===== config.mk =====
export PLATFORM = sky130hd
export DESIGN_NAME = imem_boot_loader
export DESIGN_NICKNAME = d
export VERILOG_FILES = /design/src/rtl/imem_boot_loader.sv
export SDC_FILE = /design/constraint.sdc
export NUM_CORES = 1
export LEC_CHECK = 0
export BUFFER_PORTS_ARGS = -buffer_cell sky130_fd_sc_hd__buf_2
export CAP_MARGIN = 20
export CORE_UTILIZATION = 50
export CTS_CLUSTER_DIAMETER = 50
export DETAILED_ROUTE_END_ITERATION = 10
export GPL_ROUTABILITY_DRIVEN = 0
export PLACE_DENSITY = 0.7
export SYNTH_ARGS = -nofsm -noshare
export SYNTH_HDL_FRONTEND = slang
export SYNTH_SLANG_ARGS = --single-unit

===== constraint.sdc =====
create_clock -name clk_i -period 3.1 [get_ports clk_i]
set_clock_uncertainty 0.05 [all_clocks]
set_input_delay 0.62 -clock clk_i [delete_from_list [all_inputs] [get_ports clk_i]]
set_output_delay 0.62 -clock clk_i [all_outputs]
set_load 0.005 [all_outputs]

===== src/rtl/imem_boot_loader.sv =====
// Framed byte-stream loader: parses a 16-bit word count plus payload, writes words into
// instruction memory and holds the core in reset until done. Optional macro: BOOT_CHECKSUM_EN.
module imem_boot_loader #(
    parameter int ADDR_WIDTH     = 32,
    parameter int DATA_WIDTH     = 32,
    parameter int MAX_WORDS      = 512,
    parameter int TIMEOUT_CYCLES = 65535
) (
    input  logic                  clk_i,
    input  logic                  rst_i,
    input  logic [7:0]            s_byte_i,
    input  logic                  s_valid_i,
    output logic                  s_ready_o,
    output logic [ADDR_WIDTH-1:0] load_addr_o,
    output logic [DATA_WIDTH-1:0] load_data_o,
    output logic                  load_valid_o,
    output logic                  core_hold_o,
    output logic                  done_o,
    output logic                  error_o
);

    typedef enum logic [2:0] {
        S_HDR0  = 3'd0,
        S_HDR1  = 3'd1,
        S_DATA  = 3'd2,
        S_CSUM  = 3'd3,
        S_FLUSH = 3'd4,
        S_DONE  = 3'd5,
        S_ERR   = 3'd6
    } state_t;

    localparam logic [31:0] MAX_W = 32'(MAX_WORDS);
    localparam logic [31:0] TO_L  = 32'(TIMEOUT_CYCLES);

    state_t                  state_q, state_d;
    logic [15:0]             count_q, count_d;
    logic [15:0]             word_idx_q, word_idx_d;
    logic [1:0]              lane_q, lane_d;
    logic [23:0]             asm_q, asm_d;
    logic [31:0]             idle_q, idle_d;
    logic                    s_ready_q, s_ready_d;
    logic [ADDR_WIDTH-1:0]   load_addr_q, load_addr_d;
    logic [DATA_WIDTH-1:0]   load_data_q, load_data_d;
    logic                    load_valid_q, load_valid_d;
    logic                    core_hold_q, core_hold_d;
    logic                    done_q, done_d;
    logic                    error_q, error_d;
`ifdef BOOT_CHECKSUM_EN
    logic [7:0]              csum_q, csum_d;
`endif

    logic                    accept_s;
    logic                    timeout_s;
    logic [15:0]             hdr_count_s;

    assign accept_s    = s_valid_i && s_ready_q;
    assign timeout_s   = (idle_q == TO_L);
    assign hdr_count_s = {s_byte_i, count_q[7:0]};

    // Next-state and registered-output decode
    always_comb begin
        state_d      = state_q;
        count_d      = count_q;
        word_idx_d   = word_idx_q;
        lane_d       = lane_q;
        asm_d        = asm_q;
        idle_d       = idle_q;
        load_addr_d  = load_addr_q;
        load_data_d  = load_data_q;
        load_valid_d = 1'b0;
`ifdef BOOT_CHECKSUM_EN
        csum_d       = csum_q;
`endif
        case (state_q)
            S_HDR0: begin
                idle_d = 32'd0;
                if (accept_s) begin
                    count_d = {8'd0, s_byte_i};
                    state_d = S_HDR1;
                end else begin
                    state_d = S_HDR0;
                end
            end
            S_HDR1: begin
                if (accept_s) begin
                    idle_d  = 32'd0;
                    count_d = hdr_count_s;
                    if ((hdr_count_s == 16'd0) || ({16'd0, hdr_count_s} > MAX_W)) begin
                        state_d = S_ERR;
                    end else begin
                        state_d = S_DATA;
                    end
                end else if (timeout_s) begin
                    state_d = S_ERR;
                end else begin
                    idle_d = idle_q + 32'd1;
                end
            end
            S_DATA: begin
                if (accept_s) begin
                    idle_d = 32'd0;
                    lane_d = lane_q + 2'd1;
`ifdef BOOT_CHECKSUM_EN
                    csum_d = csum_q ^ s_byte_i;
`endif
                    case (lane_q)
                        2'd0: asm_d[7:0]   = s_byte_i;
                        2'd1: asm_d[15:8]  = s_byte_i;
                        2'd2: asm_d[23:16] = s_byte_i;
                        default: begin
                            load_valid_d = 1'b1;
                            load_addr_d  = ADDR_WIDTH'(word_idx_q);
                            load_data_d  = DATA_WIDTH'({s_byte_i, asm_q});
                            if (word_idx_q == (count_q - 16'd1)) begin
`ifdef BOOT_CHECKSUM_EN
                                state_d = S_CSUM;
`else
                                // Extra cycle so the last write lands before the core is released
                                state_d = S_FLUSH;
`endif
                            end else begin
                                word_idx_d = word_idx_q + 16'd1;
                            end
                        end
                    endcase
                end else if (timeout_s) begin
                    state_d = S_ERR;
                end else begin
                    idle_d = idle_q + 32'd1;
                end
            end
            S_CSUM: begin
`ifdef BOOT_CHECKSUM_EN
                if (accept_s) begin
                    idle_d = 32'd0;
                    if (s_byte_i == csum_q) begin
                        state_d = S_DONE;
                    end else begin
                        state_d = S_ERR;
                    end
                end else if (timeout_s) begin
                    state_d = S_ERR;
                end else begin
                    idle_d = idle_q + 32'd1;
                end
`else
                state_d = S_ERR;
`endif
            end
            S_FLUSH: state_d = S_DONE;
            S_DONE:  state_d = S_DONE;
            S_ERR:   state_d = S_ERR;
            default: state_d = S_ERR;
        endcase

        s_ready_d   = (state_d == S_HDR0) || (state_d == S_HDR1) ||
                      (state_d == S_DATA) || (state_d == S_CSUM);
        core_hold_d = (state_d != S_DONE);
        done_d      = (state_d == S_DONE);
        error_d     = (state_d == S_ERR);
    end

    // State and output registers with synchronous reset
    always_ff @(posedge clk_i) begin
        if (rst_i) begin
            state_q      <= S_HDR0;
            count_q      <= 16'd0;
            word_idx_q   <= 16'd0;
            lane_q       <= 2'd0;
            asm_q        <= 24'd0;
            idle_q       <= 32'd0;
            s_ready_q    <= 1'b0;
            load_addr_q  <= '0;
            load_data_q  <= '0;
            load_valid_q <= 1'b0;
            core_hold_q  <= 1'b1;
            done_q       <= 1'b0;
            error_q      <= 1'b0;
`ifdef BOOT_CHECKSUM_EN
            csum_q       <= 8'd0;
`endif
        end else begin
            state_q      <= state_d;
            count_q      <= count_d;
            word_idx_q   <= word_idx_d;
            lane_q       <= lane_d;
            asm_q        <= asm_d;
            idle_q       <= idle_d;
            s_ready_q    <= s_ready_d;
            load_addr_q  <= load_addr_d;
            load_data_q  <= load_data_d;
            load_valid_q <= load_valid_d;
            core_hold_q  <= core_hold_d;
            done_q       <= done_d;
            error_q      <= error_d;
`ifdef BOOT_CHECKSUM_EN
            csum_q       <= csum_d;
`endif
        end
    end

    assign s_ready_o    = s_ready_q;
    assign load_addr_o  = load_addr_q;
    assign load_data_o  = load_data_q;
    assign load_valid_o = load_valid_q;
    assign core_hold_o  = core_hold_q;
    assign done_o       = done_q;
    assign error_o      = error_q;

endmodule

==> flow_metrics.tcl, run 1 <==
set metrics [dict create \
    critPathTopFamily "simple AND/OR/NAND/NOR gates" \
    final_common_cell "nand2_1" \
    relSlewSlack 0.410 \
    synth-warning-count 0 \
    crit_type "flop to flop" \
    nFillCells 1236 \
    gr-total-overflow 0 \
    diodes 0 \
    period_minus_slack_ps 3020 \
    setup_viol 0 \
    grt_usage 0.229 \
    switching_power_mw 0.965 \
    row_count 42 \
    num_io_pins 80 \
    wirelength_um 15900 \
    cap_viol_max_count 0 \
    ant_nets 0 \
    cts.sinks 146 \
    drt_pass1_iterations 7 \
    cts_max_level 4 \
    finalHoldViolCount 0 \
    slowest_stage "or4_4" \
    slew_viol_final 0 \
    async_flop_share 0 \
    synth-seq-cells 146 \
    die_h_um 119 \
    final_cells 1091 \
    crit_fanout 6 \
    initial_core_util 0.514 \
    swShare 0.223 \
    cp-end-kind "flop" \
    cts_buffers 17 \
    seq_power_share 0.439 \
    p_comb_frac 0.066 \
    dp_cells 1058 \
    syn_to_final_growth_pct 15.7 \
    via_per_inst 5.56 \
    p_leak_nw 2.90 \
    cp.arrival_ps 3300 \
    pwr-share-clk 0.495 \
    clockRootBuffer "clkbuf_16" \
    synth_area_leader_cell "dfxtp_1" \
    utilization 0.595 \
    vias 6063 \
    drive_gt1_frac 0.150 \
    core_um2 13200 \
    grt_pass1_wl_um 26100 \
    synth.distinct_cells 63 \
    synth_area_per_cell_um2 7.95 \
    path_cells "or4_4 -> or3_1 -> o31a_1 -> o2111ai_2 -> o41ai_4 -> buf_2 -> or4_1 -> a21oi_1" \
    netlist_top_cells_area "dfxtp_1 (43%), nand2_1 (9.0%), a21oi_1 (7.9%), nand3_1 (3.9%), xor2_1 (3.9%)" \
    total_power_mw 4.34 \
    hold_class "flop to flop" \
    insertion_delay_ps 410 \
    layout_common_cells "nand2_1 (163), dfxtp_1 (145), a21oi_1 (107)" \
    drtIter0Drc 398 \
    status "finished, final reports clean" \
    required_ps 3380 \
    cts.path.max_buffers 2 \
    postCtsSetupBuffers 0 \
    seq_area_frac_synth 0.429 \
    dpl.hpwl_um 10300 \
    die_area_um2 14100 \
    clkTransAtPathRegs_ps 60 \
    max_freq_ghz 0.331 \
    synthFlopType "dfxtp_1" \
    synthDominantCellAreaShare 0.429 \
    fin_nets 921 \
    fin_crit_sh 0.974 \
    die_w_um 119 \
    p_int_mw 3.37 \
    port_buffers 63 \
    slowest_delay_ps 560 \
    worst_slew_pin_slew_ps 884 \
    grt_pass1_vias 5439 \
    syn_area_um2 6810 \
    antenna_found_initial 0 \
    start_kind "flop" \
    cts_tree "yes" \
    synth-edff-count 0 \
    grt_max_degree 87 \
    wire_per_inst_um 14.6 \
    vdd_ir_drop_max_uv 372 \
    cp.buffers_inverters 1 \
    powerDensity_nw_per_um2 551 \
    drc 0 \
    syn_inst 857 \
]
## cell usage after synthesis (all sizes together) (7+ instances only)
library cell and number:
nor4 16, buf 24, a21oi 107, xnor2 15
or3 11, nand4 23, nand2b 7, and4 7
nor3 10, and3 16, inv 15, nand3 53
or4 12, o31ai 9, o21ai 22, xor2 30
clkbuf 51, nor2 55, ha 7, nand2 164
dfxtp 146
## tightest hold or removal path: stages, from the launching register on
cell,delay [ps]
dfxtp_1,310
nand2_1,50
a21oi_1,50
## state kept, by name, indices dropped and copies added (netlist names)
signal        cells
count_q          16
load_valid_o      1
lane_q            2
done_o            1
core_hold_o       1
load_data_o      32
state_q           3
idle_q           32
s_ready_o         1
load_addr_o      16
asm_q            24
error_o           1
word_idx_q       16
## layout make-up
class	instances	area [µm²]	share of cell area
clock inverter	10	156	0.0199
timing repair buffer	87	497	0.0631
clock buffer	21	460	0.0584
multi-input combinational	636	3560	0.452
tap	176	220	0.0280
sequential	146	2920	0.371
inverter	15	56.3	0.00715
## stage by stage
step	setup TNS (ps)	worst slack (ps)	area, µm²	hold WS [ps]
6_report	0	81.9	7880	394
5_1_grt	-69.7	-21.1	7880	416
4_1_cts	0	91.2	7820	401
3_5_place_dp	0	106	7200	394
3_3_place_gp	0	172	7200	390
2_1_floorplan	0	148	6870	382
## power by group through the flow
stage | Clock, mW | Sequential, mW | Combinational, mW
floorplan | 0 | 1.94 | 0.207
global placement | 0 | 1.95 | 0.263
detailed placement | 0 | 1.95 | 0.264
CTS | 2.18 | 1.90 | 0.265
global route | 2.26 | 1.91 | 0.313
finish | 2.15 | 1.90 | 0.284
## metal layers
metal / routed length (µm) / vias to the layer above / track usage
met4: 349 / 0 / 0.0799
li1: - / 3036 / -
met2: 7450 / 143 / 0.377
met3: 627 / 34 / 0.0502
met1: 7460 / 2850 / 0.294
met5: 0 / - / 0
## logic make-up after synthesis
logic type,count (synthesis),synth area share
adder cells (fa/ha/maj),7,0.0129
AO/OA/AOI/OAI,167,0.144
flip-flops,146,0.429
buffers and inverters,90,0.0619
multiplexers,7,0.0121
other,1,0.000551
XOR/XNOR,45,0.0579
AND/OR/NAND/NOR,394,0.282
## final timing paths
kind,start,to,slack (ps),depth (start not counted)
max,count_q[8],word_idx_q[13],80,8
min reg2reg,asm_q[20],load_data_o[20],390,2
max reg2reg,count_q[8],word_idx_q[13],80,8
min,asm_q[20],load_data_o[20],390,2
## what timing repair did
action                     CTS  global route
hold buffers                 0             0
setup endpoints to repair    0             6
resized for setup            0             8
Note: power is estimated with default switching activity, not from simulation.
==> inputs of run 2 (changes only) <==
--- a/config.mk
+++ b/config.mk
@@ -12,6 +12,8 @@
 export DETAILED_ROUTE_END_ITERATION = 10
 export GPL_ROUTABILITY_DRIVEN = 0
 export PLACE_DENSITY = 0.7
+export SETUP_SLACK_MARGIN = 0.5
 export SYNTH_ARGS = -nofsm -noshare
 export SYNTH_HDL_FRONTEND = slang
 export SYNTH_SLANG_ARGS = --single-unit
+export TNS_END_PERCENT = 50
==> run 2 against run 1 <==
  * Critical path depth increased by 1
  * Clock power about the same
  * Maximum frequency increased by 4.9%
  * Critical path type unchanged
  * Sequential share of layout area decreased by 0.63 points
  * Global-route usage increased by 0.31 points
  * Non-clock buffer count increased by 8
  * Via count decreased by 0.89%
  * Power decreased by 0.31%
==> flow_metrics.tcl, run 2 (synthesis gave the netlist of run 1 again) <==
set metrics [dict create \
    powerDensity_nw_per_um2 538 \
    worst_slew_pin_slew_ps 837 \
    dpl.hpwl_um 10200 \
    path_cells "or4_4 -> buf_4 -> or4_4 -> a32oi_2 -> o22ai_2 -> o41ai_4 -> buf_4 -> nor4_2 -> mux2_4" \
    cts.path.max_buffers 2 \
    clkTransAtPathRegs_ps 60 \
    die_w_um 119 \
    cts.sinks 146 \
    insertion_delay_ps 430 \
    grt_pass1_wl_um 26200 \
    port_buffers 63 \
    core_um2 13200 \
    via_per_inst 5.46 \
    die_area_um2 14100 \
    grt_max_degree 81 \
    grt_usage 0.232 \
    critPathTopFamily "simple AND/OR/NAND/NOR gates" \
    num_io_pins 80 \
    drive_gt1_frac 0.181 \
    cp-end-kind "flop" \
    drt_pass1_iterations 5 \
    cap_viol_max_count 0 \
    cp.arrival_ps 3150 \
    p_leak_nw 2.95 \
    drc 0 \
    max_freq_ghz 0.348 \
    row_count 42 \
    start_kind "flop" \
    required_ps 3370 \
    period_minus_slack_ps 2880 \
    diodes 0 \
    status "finished, final reports clean" \
    cts_buffers 17 \
    finalHoldViolCount 0 \
    holdBufCountCts 0 \
    fin_nets 929 \
    drtIter0Drc 394 \
    clockRootBuffer "clkbuf_16" \
    final_cells 1100 \
    slew_viol_final 0 \
    fin_crit_sh 0.928 \
    syn_to_final_growth_pct 18.0 \
    relSlewSlack 0.442 \
    fin_tns_setup_ps 0 \
    crit_type "flop to flop" \
    utilization 0.606 \
    layout_common_cells "nand2_1 (163), dfxtp_1 (142), a21oi_1 (104)" \
    die_h_um 119 \
    setup_viol 0 \
    gr-total-overflow 0 \
    cp.buffers_inverters 2 \
    antenna_found_initial 0 \
    grt_setup_unrepaired "yes" \
    design_area_um2 8030 \
    cts_max_level 4 \
    wire_per_inst_um 14.4 \
    vdd_ir_drop_max_uv 499 \
    cts_tree "yes" \
    grt_pass1_vias 5487 \
    placed_cell_area_um2 7210 \
    crit_fanout 4 \
    hold_class "flop to flop" \
    wirelength_um 15800 \
    final_common_cell "nand2_1" \
    dp_cells 1055 \
    vias 6009 \
    ant_nets 0 \
    initial_core_util 0.514 \
    slowest_stage "or4_4" \
    slowest_delay_ps 550 \
]
-- run 2: cell count changes in the layout (fill, tap and decap cells not counted), moves of 3 or more --
cell,before,now
a21oi_1,107,104
a21oi_2,0,3
or4_4,2,5
buf_4,22,32
or4_1,10,7
dfxtp_1,145,142
-- run 2: layout make-up --
cell class / instances / area (µm²)
clock inverter: 12 / 154
tap: 176 / 220
multi-input combinational: 636 / 3640
timing repair buffer: 95 / 562
fill: 1233 / 5210
inverter: 15 / 56.3
clock buffer: 20 / 467
sequential: 146 / 2930
-- run 2: worst register-to-register path: cells and delay by family, from the launching register on --
| kind | cells | cell delay [ps] |
|---|---|---|
| buf+inv | 2 | 370 |
| compound gates | 3 | 630 |
| flops | 1 | 320 |
| mux | 1 | 310 |
| simple gates | 3 | 1090 |
-- run 2: path summary, 6_finish.rpt --
| path | slack, ps | endpoint | cells after the start | from |
|---|---|---|---|---|
| setup / recovery | 220 | word_idx_q[9] | 9 | count_q[11] |
| hold / removal | 400 | load_data_o[17] | 2 | load_data_o[17] |
| setup reg to reg | 220 | word_idx_q[9] | 9 | count_q[11] |
| hold reg to reg | 400 | load_data_o[17] | 2 | load_data_o[17] |
-- run 2: through the flow --
step	hold slack [ps]	power [mW]	worst slack, ps
floorplan	382	2.15	237
global placement	390	2.22	147
detailed placement	393	2.22	111
CTS	401	4.34	279
global route	419	4.47	112
finish	399	4.32	224
-- run 2: per-layer routing --
metal  global-route usage  vias up  routed length [µm]
met5                    0        -                   0
met4               0.0894        0                 250
met3               0.0574       24                 708
met2                0.373      120                7500
met1                0.298     2805                7360
li1                     -     3060                   -
-- run 2: power breakdown --
| part | total (mW) | switching [mW] | leakage (nW) | internal [mW] |
|---|---|---|---|---|
| combinational | 0.299 | 0.185 | 1.47 | 0.114 |
| clock | 2.12 | 0.793 | 0.299 | 1.33 |
| sequential | 1.90 | 0.0165 | 1.18 | 1.89 |
-- run 2: timing repair --
action / CTS / global route
setup buffers: 7 / 5
resized for setup: 6 / 16
endpoints found under the setup margin: 19 / 41
pin swaps: 1 / 10
cloned: 0 / 1
==> inputs of run 3 (changes only) <==
--- a/config.mk
+++ b/config.mk
@@ -11,7 +11,7 @@
 export CTS_CLUSTER_DIAMETER = 50
 export DETAILED_ROUTE_END_ITERATION = 10
 export GPL_ROUTABILITY_DRIVEN = 0
-export PLACE_DENSITY = 0.7
+export PLACE_DENSITY = 0.73
 export SETUP_SLACK_MARGIN = 0.5
 export SYNTH_ARGS = -nofsm -noshare
 export SYNTH_HDL_FRONTEND = slang
==> run 3 against run 2 <==
  * Design area grew 1.2%
  * Global-route usage is 0.43 points higher
  * Sequential share of layout area shrank 0.38 points
  * Final cell count barely moved
  * Worst setup slack got worse by 50 ps
  * Combinational power up 13%
  * Via count grew 4.2%
  * Maximum frequency fell by 1.7%
  * Largest cell class unchanged
  * Highest routed layer unchanged
==> flow_metrics.tcl, run 3 (synthesis gave the netlist of run 1 again) <==
set metrics [dict create \
    grt_pass1_wl_um 26900 \
    slowest_stage "or4_4" \
    worst_slew_pin_slew_ps 561 \
    p_leak_nw 2.96 \
    port_buffers 63 \
    total_power_mw 4.41 \
    holdBufCountCts 0 \
    drt_pass1_iterations 7 \
    slowest_delay_ps 540 \
    die_h_um 119 \
    die_w_um 119 \
    grt_usage 0.236 \
    crit_type "flop to flop" \
    vias 6260 \
    start_kind "flop" \
    drc 0 \
    max_freq_ghz 0.342 \
    cap_viol_max_count 0 \
    fin_nets 929 \
    seq_power_share 0.432 \
    diodes 0 \
    gr-total-overflow 0 \
    cts_max_level 4 \
    layout_common_cells "nand2_1 (163), dfxtp_1 (141), a21oi_1 (105)" \
    period_minus_slack_ps 2930 \
    p_comb_frac 0.076 \
    hold_class "flop to flop" \
    powerDensity_nw_per_um2 542 \
    cp.buffers_inverters 1 \
    switching_power_mw 1.03 \
    wire_per_inst_um 15.4 \
    cts.sinks 146 \
    critPathTopFamily "compound AO/OA/AOI/OAI gates" \
    insertion_delay_ps 420 \
    required_ps 3400 \
    antenna_found_initial 0 \
    drtIter0Drc 407 \
    cp.arrival_ps 3230 \
    path_cells "or4_4 -> or4_4 -> a2111oi_4 -> o22ai_2 -> o41ai_4 -> clkbuf_4 -> o31ai_1 -> a21oi_1" \
    fin_tns_setup_ps 0 \
    crit_fanout 11 \
    grt_setup_unrepaired "yes" \
    cpMostUsedCell "or4_4" \
    fin_crit_sh 0.944 \
    via_per_inst 5.70 \
    cts.path.max_buffers 2 \
    grt_max_degree 93 \
    setup_viol 0 \
    vdd_ir_drop_max_uv 451 \
    relSlewSlack 0.625 \
    slew_viol_final 0 \
    wirelength_um 16900 \
    swShare 0.233 \
    core_um2 13200 \
    cts_buffers 17 \
    grt_pass1_vias 5523 \
    status "finished, final reports clean" \
    utilization 0.614 \
    final_common_cell "nand2_1" \
    clockRootBuffer "clkbuf_16" \
    drive_gt1_frac 0.187 \
    ant_nets 0 \
    row_count 42 \
    pwr-share-clk 0.491 \
    syn_to_final_growth_pct 19.3 \
    num_io_pins 80 \
    clkTransAtPathRegs_ps 60 \
    initial_core_util 0.514 \
    cts_tree "yes" \
    cp-end-kind "flop" \
    p_int_mw 3.38 \
    die_area_um2 14100 \
    finalHoldViolCount 0 \
    dpl.hpwl_um 10200 \
]
## run 3: worst paths after layout
kind	startpoint	end	slack [ps]	cells past startpoint
hold / removal	asm_q[17]	load_data_o[17]	400	2
setup reg to reg	count_q[9]	word_idx_q[15]	170	8
setup / recovery	count_q[9]	word_idx_q[15]	170	8
hold reg to reg	asm_q[17]	load_data_o[17]	400	2
## run 3: worst reg2reg max path: stages (launching register included)
cell and delay, ps:
dfxtp_4 340, or4_4 540, or4_4 440, a2111oi_4 340, o22ai_2 160, o41ai_4 350
clkbuf_4 310, o31ai_1 120, a21oi_1 180
## run 3: layer usage
metal  GRT usage  wire (µm)  vias up
li1            -          -     3051
met1       0.310       7460     2974
met2       0.378       8250      201
met3      0.0565        860       34
met4      0.0831        333        0
met5           0          0        -
## run 3: per-stage QoR
stage	setup WS, ps	hold WS [ps]	cells	area [µm²]
floorplan	237	382	872	6900
global placement	149	388	1056	7230
detailed placement	104	393	1056	7230
CTS	262	401	1094	7990
global route	93.8	417	1099	8130
finish	174	399	1099	8130
## run 3: cell type report
type	instances	area, µm²
inverters	15	56.3
clock buffers	18	439
fillers	1208	5120
well taps	176	220
multi-input cells	636	3720
flip-flops and latches	146	2930
repair buffers	95	572
clock inverters	13	184
## run 3: repair_timing
item	CTS	global route
gates resized for setup	17	20
setup endpoints to repair	19	38
setup buffers	5	5
cloned	2	0
pin swaps	14	7
## run 3: power by group through the flow
stage	clock, mW	sequential (mW)	combinational (mW)
final	2.16	1.90	0.337
after global routing	2.28	1.90	0.364
after CTS	2.19	1.90	0.298
after detailed placement	0	1.95	0.273
after global placement	0	1.94	0.272
after floorplan	0	1.94	0.216
